File: src/rtl/iter_mag_comparator_if.sv
// Operand/handshake/result bundle for the iterative magnitude comparator.
// The requester drives through master; the comparator core sits on slave.
interface iter_mag_comparator_if #(
  parameter int WIDTH = 16
);
  logic             start;
  logic             signed_mode;
  logic [WIDTH-1:0] a;
  logic [WIDTH-1:0] b;
  logic             ready;
  logic             done;
  logic             agtb;
  logic             altb;
  logic             aeqb;

  modport master (
    output start, signed_mode, a, b,
    input  ready, done, agtb, altb, aeqb
  );

  modport slave (
    input  start, signed_mode, a, b,
    output ready, done, agtb, altb, aeqb
  );
endinterface

File: src/rtl/iter_mag_comparator.sv
// Iterative MSB-first magnitude comparator: DIGIT bits per clock, early exit on
// the first differing digit, unsigned or two's complement operands.
module iter_mag_comparator #(
  parameter int WIDTH = 16,
  parameter int DIGIT = 2
) (
  input  logic                 clk,
  input  logic                 reset_n,
  iter_mag_comparator_if.slave bus
);

  localparam int N  = WIDTH / DIGIT;
  localparam int CW = (N > 1) ? $clog2(N) : 1;
  localparam logic [WIDTH-1:0] MSB_MASK = {1'b1, {(WIDTH-1){1'b0}}};

  if (WIDTH < 2 || DIGIT < 1 || DIGIT > WIDTH || (WIDTH % DIGIT) != 0) begin : g_param_check
    $error("iter_mag_comparator: illegal WIDTH/DIGIT combination");
  end

  typedef enum logic [1:0] {
    S_IDLE = 2'd0,
    S_RUN  = 2'd1,
    S_DONE = 2'd2
  } state_t;

  state_t           state_q, state_d;
  logic [WIDTH-1:0] a_q, a_d;
  logic [WIDTH-1:0] b_q, b_d;
  logic [CW-1:0]    cnt_q, cnt_d;
  logic             done_q, done_d;
  logic             agtb_q, agtb_d;
  logic             altb_q, altb_d;
  logic             aeqb_q, aeqb_d;

  logic [DIGIT-1:0] top_a_s;
  logic [DIGIT-1:0] top_b_s;

  assign top_a_s = a_q[WIDTH-1 -: DIGIT];
  assign top_b_s = b_q[WIDTH-1 -: DIGIT];

  // Next-state logic: load, digit-serial compare with early exit, result hold
  always_comb begin
    state_d = state_q;
    a_d     = a_q;
    b_d     = b_q;
    cnt_d   = cnt_q;
    done_d  = 1'b0;
    agtb_d  = agtb_q;
    altb_d  = altb_q;
    aeqb_d  = aeqb_q;
    case (state_q)
      S_IDLE: begin
        if (bus.start) begin
          // Flipping both MSBs maps two's complement onto offset binary,
          // so the unsigned digit compare below serves both modes.
          if (bus.signed_mode) begin
            a_d = bus.a ^ MSB_MASK;
            b_d = bus.b ^ MSB_MASK;
          end else begin
            a_d = bus.a;
            b_d = bus.b;
          end
          cnt_d   = {CW{1'b0}};
          state_d = S_RUN;
        end else begin
          state_d = S_IDLE;
        end
      end
      S_RUN: begin
        if (top_a_s != top_b_s) begin
          agtb_d  = (top_a_s > top_b_s);
          altb_d  = (top_a_s < top_b_s);
          aeqb_d  = 1'b0;
          done_d  = 1'b1;
          state_d = S_DONE;
        end else if (cnt_q == CW'(N - 1)) begin
          agtb_d  = 1'b0;
          altb_d  = 1'b0;
          aeqb_d  = 1'b1;
          done_d  = 1'b1;
          state_d = S_DONE;
        end else begin
          a_d   = a_q << DIGIT;
          b_d   = b_q << DIGIT;
          cnt_d = cnt_q + CW'(1);
        end
      end
      S_DONE: begin
        state_d = S_IDLE;
      end
      default: begin
        state_d = S_IDLE;
      end
    endcase
  end

  // State and result registers; reset abandons any operation in flight
  always_ff @(posedge clk or negedge reset_n) begin
    if (!reset_n) begin
      state_q <= S_IDLE;
      a_q     <= {WIDTH{1'b0}};
      b_q     <= {WIDTH{1'b0}};
      cnt_q   <= {CW{1'b0}};
      done_q  <= 1'b0;
      agtb_q  <= 1'b0;
      altb_q  <= 1'b0;
      aeqb_q  <= 1'b0;
    end else begin
      state_q <= state_d;
      a_q     <= a_d;
      b_q     <= b_d;
      cnt_q   <= cnt_d;
      done_q  <= done_d;
      agtb_q  <= agtb_d;
      altb_q  <= altb_d;
      aeqb_q  <= aeqb_d;
    end
  end

  assign bus.ready = (state_q == S_IDLE);
  assign bus.done  = done_q;
  assign bus.agtb  = agtb_q;
  assign bus.altb  = altb_q;
  assign bus.aeqb  = aeqb_q;

endmodule

File: src/flat_wrapper.sv
// flat-port wrapper written by rule: the top's interface ports become plain ports
module iter_mag_comparator_flat 
#(
  parameter int WIDTH = 16,
  parameter int DIGIT = 2
)
  (clk, reset_n, bus_start, bus_signed_mode, bus_a, bus_b, bus_ready, bus_done, bus_agtb, bus_altb, bus_aeqb);
  iter_mag_comparator_if #(.WIDTH(WIDTH)) bus_i ();
  input  logic clk;
  input  logic reset_n;
  input wire logic [$bits(bus_i.start)-1:0] bus_start;
  input wire logic [$bits(bus_i.signed_mode)-1:0] bus_signed_mode;
  input wire logic [$bits(bus_i.a)-1:0] bus_a;
  input wire logic [$bits(bus_i.b)-1:0] bus_b;
  output wire logic [$bits(bus_i.ready)-1:0] bus_ready;
  output wire logic [$bits(bus_i.done)-1:0] bus_done;
  output wire logic [$bits(bus_i.agtb)-1:0] bus_agtb;
  output wire logic [$bits(bus_i.altb)-1:0] bus_altb;
  output wire logic [$bits(bus_i.aeqb)-1:0] bus_aeqb;
  assign bus_i.start = bus_start;
  assign bus_i.signed_mode = bus_signed_mode;
  assign bus_i.a = bus_a;
  assign bus_i.b = bus_b;
  assign bus_ready = bus_i.ready;
  assign bus_done = bus_i.done;
  assign bus_agtb = bus_i.agtb;
  assign bus_altb = bus_i.altb;
  assign bus_aeqb = bus_i.aeqb;
  iter_mag_comparator #(.WIDTH(WIDTH), .DIGIT(DIGIT)) u_core (.clk(clk), .reset_n(reset_n), .bus(bus_i));
endmodule
File: config.mk
export PLATFORM = sky130hd
export DESIGN_NAME = iter_mag_comparator_flat
export DESIGN_NICKNAME = d
export VERILOG_FILES = /design/src/rtl/iter_mag_comparator_if.sv /design/src/rtl/iter_mag_comparator.sv /design/src/flat_wrapper.sv
export SDC_FILE = /design/constraint.sdc
export NUM_CORES = 1
export LEC_CHECK = 0
export ABC_AREA = 1
export CORE_UTILIZATION = 30
export DETAILED_ROUTE_END_ITERATION = 8
export PLACE_DENSITY = 0.5
export SLEW_MARGIN = 10
export SYNTH_ARGS = -nofsm -noshare
export SYNTH_HDL_FRONTEND = slang
export SYNTH_SLANG_ARGS = --single-unit
File: constraint.sdc
create_clock -name clk -period 1.43 [get_ports clk]
set_input_delay 0.2145 -clock clk [delete_from_list [all_inputs] [get_ports clk]]
set_output_delay 0.2145 -clock clk [all_outputs]
set_load 0.01 [all_outputs]
### Yosys cells after proc, flatten, opt, wreduce, memory -nomap -nowiden

Index checks and enable logic that the tools add are counted.

* add/subtract/negate cells: 1
* equal/unequal tests: 7
* magnitude comparators: 2
* reduce and logical (&&, ||, !) cells: 5
* multiplexer cells: 26
* bitwise gates (word level): 2

Operator list (number)
* $mux 16: 8
* $pmux 16 s2: 2
* $mux 1: 9
* $mux 3: 3
* $ne 2x2->1 const B: 3
* $pmux 3 s2: 1
* $mux 2: 2
* $pmux 2 s2: 1
* $reduce_and 4->1: 1
* $reduce_bool 2->1: 2
* $add 3x1->3 const B: 1
* $eq 3x3->1 const B: 1
* $ne 3x1->1 const B: 1
* $eq 2x1->1 const B: 1
* $gt 2x2->1: 1
* $logic_not 2->1: 1
* $lt 2x2->1: 1
* $ne 2x2->1: 1
* $not 1->1: 2
* $reduce_and 2->1: 1

* bits of input ports: 36
* register bits: 41
* output and inout port bits: 5
* word-level logic and storage cells: 51

### Logic depth before layout (Yosys ltp)

Gate-level depths: netlist of run 1.

* depth after elaboration: 4
* gate-level depth with buffers: 9

### Least setup slack after synthesis of run 1

Ideal clock, no wire load.

* path type: flip-flop to flip-flop
* start: register u_core.cnt_q[0]
* end: register u_core.cnt_q[1]
* clock period less this slack: 1374 ps
* cell stages (with the launch flop): 8
* buffers on the path: 1
* path slack: 56 ps
* required time: 1312 ps
* data arrival time: 1256 ps
* cells stage by stage: dfrtp_1 > ha_1 > ha_1 > nor2_2 > nand2_4 > buf_4 > nand3_1 > nand2_1

* longest elaborated chain between the ends: 4
* elaborated cells on any way between the ends: 7

Ends and longest elaborated chain
* from (decl): line iter_mag_comparator.sv:29 `logic [CW-1:0] cnt_q, cnt_d;`
* from (signal assigned): line iter_mag_comparator.sv:103 `cnt_q <= {CW{1'b0}};`
* from (signal assigned): line iter_mag_comparator.sv:112 `cnt_q <= cnt_d;`
* $add 3x1->3: line iter_mag_comparator.sv:85 `cnt_d = cnt_q + CW'(1);`
* $mux 3: line iter_mag_comparator.sv:76 `end else if (cnt_q == CW'(N - 1)) begin`
* $mux 3: line iter_mag_comparator.sv:70 `if (top_a_s != top_b_s) begin`
* $pmux 3 s2: line iter_mag_comparator.sv:51 `case (state_q)`

Several ways; a longest one is shown, not always the timed one. The select of a mux whose other input is x is not followed.
A chain may end at the register's enable or synchronous reset.

### Worst setup path after layout of run 1

* start: register u_core.a_q[15]
* end: register u_core.a_q[13]

* longest elaborated chain between the ends: 3

Ends and longest elaborated chain
* from (decl): line iter_mag_comparator.sv:27 `logic [WIDTH-1:0] a_q, a_d;`
* from (signal assigned): line iter_mag_comparator.sv:101 `a_q <= {WIDTH{1'b0}};`
* $ne 2x2->1: line iter_mag_comparator.sv:70
* $ne 2x2->1 (no line)
* $reduce_and 4->1 (no line)

Every way passes these cells.

==> flow_metrics.py, run 1 <==
metrics = {
    "layout": {
        "layout_common_cells": "141 x nand2_1, 41 x dfrtp_1, 39 x nand3_1",
        "final_common_cell": "nand2_1",
        "num_antenna_cells": 0,
        "layout-drive-gt1-share_pct": 18.0,
        "seq_area_um2": 1030,
        "fin_cells": 418,
        "final_area_um2": 2970,
        "nFillCells": 701,
        "final_util_pct": 44.0,
        "final_nets": 377,
        "area.growth.synth_to_final_pct": 41.8,
        "multi_input_area_um2": 1040,
    },
    "place": {
        "dp_hpwl_mm": 3.31,
        "portBuffers": 40,
        "globalplace.congestion": 0.704,
        "dp_slack_ns": -0.0245,
        "place_inst": 403,
        "dpl_cell_area_um2": 2660,
    },
    "routing": {
        "route.detailed.drc": 0,
        "drtIter0Drc": 86,
        "drtAntennaViolNets": 0,
        "wl_per_cell_um": 12.4,
        "vias": 1876,
        "viasPerCell": 4.49,
        "finalWirelength_mm": 5.20,
        "drtPass1Iterations": 4,
    },
    "clock_tree": {
        "cts-root-buf": "clkbuf_8",
        "cts_made_buffers": 5,
        "cts.sinks": 41,
        "clkLatencyLatePin_ns": 0.29,
        "cts_tree": "built",
        "clk_path_buf_depth": 2,
        "cts.clk_slew.worst_paths_ns": 0.08,
        "htree_levels": 2,
    },
    "sta": {
        "fin_crit_sh_pct": 97.0,
        "final_hold_viol_count": 0,
        "setup_tns_ns": 0,
        "finClkSkew_ns": 0.00506,
        "timing.slew.headroom_pct": 83.9,
        "rsz0062_at_grt": "yes",
        "fmax_mhz": 721,
        "fin_crit_ns": 1.39,
        "fin_ws_ns": 0.0426,
        "finalMaxSlewViolations": 0,
        "fin_hold_ws_ns": 0.423,
        "setup_viol": 0,
        "tightest_slew_ns": 0.242,
    },
    "power_and_ir_drop": {
        "vdd_drop_max_v": 0.000743,
        "p_total_mw": 6.23,
        "p_leak_nw": 1.60,
        "power_density_nw_per_um2": 2100,
    },
    "synthesis": {
        "synth-xor-area-share_pct": 0,
        "async_flop_share_pct": 100,
        "synth_ff_type": "dfrtp_1",
        "yosysSeqAreaShare_pct": 48.9,
        "synth_top_cell_by_area": "dfrtp_1",
        "synth.avg_cell_area_um2": 7.41,
        "synth_warnings": 0,
        "netlist_area_um2": 2100,
        "synth_seq_cells": 41,
        "synthAdderAreaFrac_pct": 2.39,
        "synth_top_family_by_area": "simple AND/OR/NAND/NOR gates",
        "synth-edff-count": 0,
        "synthSimpleGateAreaFrac_pct": 40.2,
        "synthMuxAreaShare_pct": 0,
        "synth.distinct_cells": 16,
        "synth.top_cell.area_share_pct": 48.9,
        "syn_inst": 283,
        "syn_nets": 323,
        "synth_compound_area_share_pct": 0.955,
        "synth.area.top_cells": "dfrtp_1 49%, nand2_1 29%, nand3_1 9.3%",
    },
    "floorplanning": {
        "die_w_um": 85.6,
        "core_um2": 6760,
        "die_h_um": 85.6,
        "initial_core_util_pct": 31.0,
        "dieArea_um2": 7330,
        "io_pins": 41,
        "num_rows": 30,
    },
    "global_route": {
        "grt_max_degree": 42,
        "antenna_found_initial": 0,
        "grt_usage_pct": 14.9,
        "grt_pass1_wl_mm": 8.67,
        "grt_pass1_vias": 1954,
        "grt_overflow": 0,
    },
    "critical_path": {
        "cp-end-kind": "flip-flop",
        "cp_data_arrival_time_ns": 1.62,
        "cp.required_ns": 1.66,
        "start_kind": "flip-flop",
        "path_class": "flip-flop to flip-flop",
        "worstPathMaxFanout": 8,
    },
    "worst_hold_path": {
        "hold_class": "primary input to async pin",
    },
    "outcome": {
        "status": "finished, final reports clean",
    },
    "run": {
        "drv_cap": 0,
    },
}
==> worst max-delay path: stages, from the launching register on <==
cell and delay [ns]:
dfrtp_1 0.41, ha_4 0.30, nand2_4 0.05, nor2_4 0.11, nand2_4 0.09, nand2_8 0.10
clkbuf_16 0.17, nand2_2 0.04, nand2_1 0.05
==> cells by family after synthesis <==
kind of cell,count (synthesis)
DFF,41
AOI/OAI and AO/OA,4
adders and majority gates,4
and+or+nand+nor,206
buffers and inverters,28
==> cells in the mapped netlist (2+ instances only) <==
library cell,instances
buf_4,4
nand3_1,39
buf_6,4
dfrtp_1,41
nor2_2,2
inv_1,12
buf_2,7
nand2_1,160
a21oi_1,2
ha_1,4
nand2_2,3
==> layer usage <==
layer  vias up  GRT usage, %  wire (um)
li1        982             -          -
met1       857          18.7       2560
met2        35          24.9       2440
met3         2          3.56        169
met4         0          5.15         34
met5         -             0          0
==> final timing paths <==
kind	from	end	slack [ns]	depth (start not counted)
worst min-delay path	reset_n	u_core.state_q[1]	0.42	3
min in group clk	bus_a[1]	u_core.a_q[1]	0.45	3
worst min register to register	u_core.bus.altb	u_core.bus.altb	0.48	2
max in group asynchronous	reset_n	u_core.a_q[5]	0.80	3
worst max register to register	u_core.a_q[15]	u_core.a_q[13]	0.04	8
worst max-delay path	u_core.a_q[15]	u_core.a_q[13]	0.04	8
==> timing repair <==
action                                  in CTS  in global routing
gates cloned                                 0                  2
endpoints found under the setup margin      36                 36
hold buffers                                 1                  0
pin swaps                                    1                  2
buffers inserted                             0                  4
hold endpoints to repair                    41                  0
resized for setup                            7                 30
==> sequential cells by signal, indices dropped and copies added (netlist names) <==
name / flops
u_core.bus.agtb: 1
u_core.bus.aeqb: 1
u_core.state_q: 2
u_core.bus.done: 1
u_core.bus.altb: 1
u_core.a_q: 16
u_core.b_q: 16
u_core.cnt_q: 3
==> power by group <==
part / total [mW] / internal [mW] / switching, mW
sequential: 1.99 / 1.70 / 0.294
clock: 0.755 / 0.337 / 0.418
combinational: 3.48 / 1.62 / 1.86
==> layout make-up <==
| class | instances | share of cell area [%] |
|---|---|---|
| clock inverters | 3 | 0.589 |
| repair buffers | 62 | 22.6 |
| well taps | 80 | 3.37 |
| clock buffers | 5 | 2.31 |
| inverters | 13 | 1.64 |
| flip-flops and latches | 41 | 34.5 |
| multi-input cells | 214 | 34.9 |
Note: power is estimated with default switching activity, not from simulation.
==> run 2, diff against run 1 <==
--- a/config.mk
+++ b/config.mk
@@ -6,6 +6,7 @@
 export NUM_CORES = 1
 export LEC_CHECK = 0
 export ABC_AREA = 1
+export CORE_MARGIN = 2
 export CORE_UTILIZATION = 30
 export DETAILED_ROUTE_END_ITERATION = 8
 export PLACE_DENSITY = 0.5
==> flow_metrics.py, run 2 (synthesis results as in run 1) <==
metrics = {
    "outcome": {
        "status": "finished with violations",
        "violations": "setup timing",
    },
    "power_and_ir_drop": {
        "power_density_nw_per_um2": 2170,
        "p_leak_nw": 1.66,
        "vdd_drop_max_v": 0.000881,
    },
    "sta": {
        "tightest_slew_ns": 0.392,
        "timing.slew.headroom_pct": 73.8,
        "fin_ws_ns": -0.0280,
        "finClkSkew_ns": 0.00478,
        "fin_crit_sh_pct": 102,
        "rsz0062_at_grt": "yes",
        "setup_tns_ns": -0.177,
        "fmax_mhz": 686,
        "finalMaxSlewViolations": 0,
        "fin_crit_ns": 1.46,
        "final_hold_viol_count": 0,
        "setup_viol": 13,
    },
    "layout": {
        "num_antenna_cells": 0,
        "layout_common_cells": "136 x nand2_1, 41 x dfrtp_1, 39 x nand3_1",
        "final_util_pct": 45.5,
        "area.growth.synth_to_final_pct": 47.6,
        "multi_input_area_um2": 1050,
        "final_common_cell": "nand2_1",
        "final_nets": 381,
        "reg.largest.list": "u_core.a_q (16), u_core.b_q (16), u_core.cnt_q (3)",
        "nFillCells": 710,
        "seq_area_um2": 1030,
        "layout-drive-gt1-share_pct": 21.1,
        "fin_cells": 438,
    },
    "floorplanning": {
        "die_w_um": 87.6,
        "initial_core_util_pct": 30.9,
        "io_pins": 41,
        "die_h_um": 87.6,
        "num_rows": 30,
        "core_um2": 6790,
        "dieArea_um2": 7670,
    },
    "global_route": {
        "grt_max_degree": 28,
        "antenna_found_initial": 0,
        "grt_pass1_wl_mm": 9.00,
        "grt_overflow": 0,
        "grt_pass1_vias": 1943,
        "grt_usage_pct": 14.9,
    },
    "critical_path": {
        "start_kind": "flip-flop",
        "endpoint": "u_core.a_q[5]",
        "worstPathMaxFanout": 6,
        "crit_start": "u_core.a_q[14]",
        "reg2reg_to": "u_core.a_q[5]",
        "cp.required_ns": 1.66,
        "r2r_slack_ns": -0.03,
        "regToRegStartpoint": "u_core.a_q[14]",
        "r2r_cells": 9,
        "cp-end-kind": "flip-flop",
        "cp_data_arrival_time_ns": 1.69,
        "path_class": "flip-flop to flip-flop",
    },
    "place": {
        "dp_hpwl_mm": 3.34,
        "place_inst": 421,
        "globalplace.congestion": 0.712,
        "portBuffers": 40,
    },
    "run": {
        "drv_cap": 0,
    },
    "clock_tree": {
        "htree_levels": 2,
        "cts.clk_slew.worst_paths_ns": 0.08,
        "cts_tree": "built",
        "cts_made_buffers": 5,
        "cts.sinks": 41,
        "cts-root-buf": "clkbuf_8",
        "clkLatencyLatePin_ns": 0.29,
        "clk_path_buf_depth": 2,
    },
    "routing": {
        "drtAntennaViolNets": 0,
        "drtIter0Drc": 105,
        "route.detailed.drc": 0,
        "finalWirelength_mm": 5.28,
        "wl_per_cell_um": 12.1,
        "vias": 1933,
        "drtPass1Iterations": 4,
        "viasPerCell": 4.41,
    },
    "worst_hold_path": {
        "hold_class": "primary input to async pin",
    },
}
## run 2: cell count changes in the layout (fill, tap and decap cells not counted), sizes merged
cell           delta
buf               +4
bufbuf            +1
bufinv            +1
clkdlybuf4s50     -1
clkinv            -2
dlymetal6s2s      +1
## run 2: through the flow
step	hold slack, ns	worst slack, ns	instance area (um2)	power, mW
after global routing	0.420	-0.0955	3090	7.30
after detailed placement	0.162	-0.0377	2680	4.82
after CTS	0.390	-0.0325	2940	6.30
final	0.373	-0.0280	3090	6.72
after floorplan	-0.0811	0.0562	2100	3.86
after global placement	0.159	0.000586	2680	4.79
## run 2: power by group
group          switching, mW  total (mW)  internal, mW
Clock                  0.421       0.989         0.568
Combinational           1.92        3.73          1.81
Sequential             0.300        2.00          1.70
Total                   2.64        6.72          4.08
## run 2: worst min path at each step
stage	start	endpoint	slack [ns]
2_1_floorplan	reset_n	u_core.a_q[0]	-0.08
3_3_place_gp	reset_n	u_core.state_q[1]	0.16
3_5_place_dp	reset_n	u_core.state_q[0]	0.16
4_1_cts	reset_n	u_core.state_q[1]	0.39
5_1_grt	reset_n	u_core.state_q[0]	0.42
6_report	reset_n	u_core.state_q[0]	0.37
## run 2: area by class of cell
| class | instances | area share [%] |
|---|---|---|
| clock buffer | 6 | 2.67 |
| clock inverter | 2 | 1.21 |
| inverter | 13 | 1.58 |
| multi-input combinational | 214 | 34.0 |
| sequential | 41 | 33.2 |
| tap | 96 | 3.88 |
| timing repair buffer | 66 | 23.5 |
## run 2: repair_timing
item                                   CTS  global route
cloned                                   3             1
pin swaps                                0             4
resized for setup                       14            35
endpoints found under the hold margin   14             0
hold buffers                             1             0
setup endpoints to repair               30            42
buffers inserted                         4             1
## run 2: worst max-delay path, cell delays in order, from the launching register on
cell       delay, ns
dfrtp_1         0.39
inv_2           0.06
ha_4            0.27
nand2_4         0.05
nor2_4          0.11
nand2_4         0.07
nand2_4         0.09
bufbuf_16       0.27
nand2_1         0.05
nand2_1         0.05
## run 2: layer usage
layer	up-vias	part of all wire [%]	global-route usage, %	wire (um)
met1	894	48	19.3	2540
li1	993	-	-	-
met3	9	3.9	2.92	204
met2	37	46	24.5	2420
met5	-	0	0	0
met4	0	2.1	6.01	112
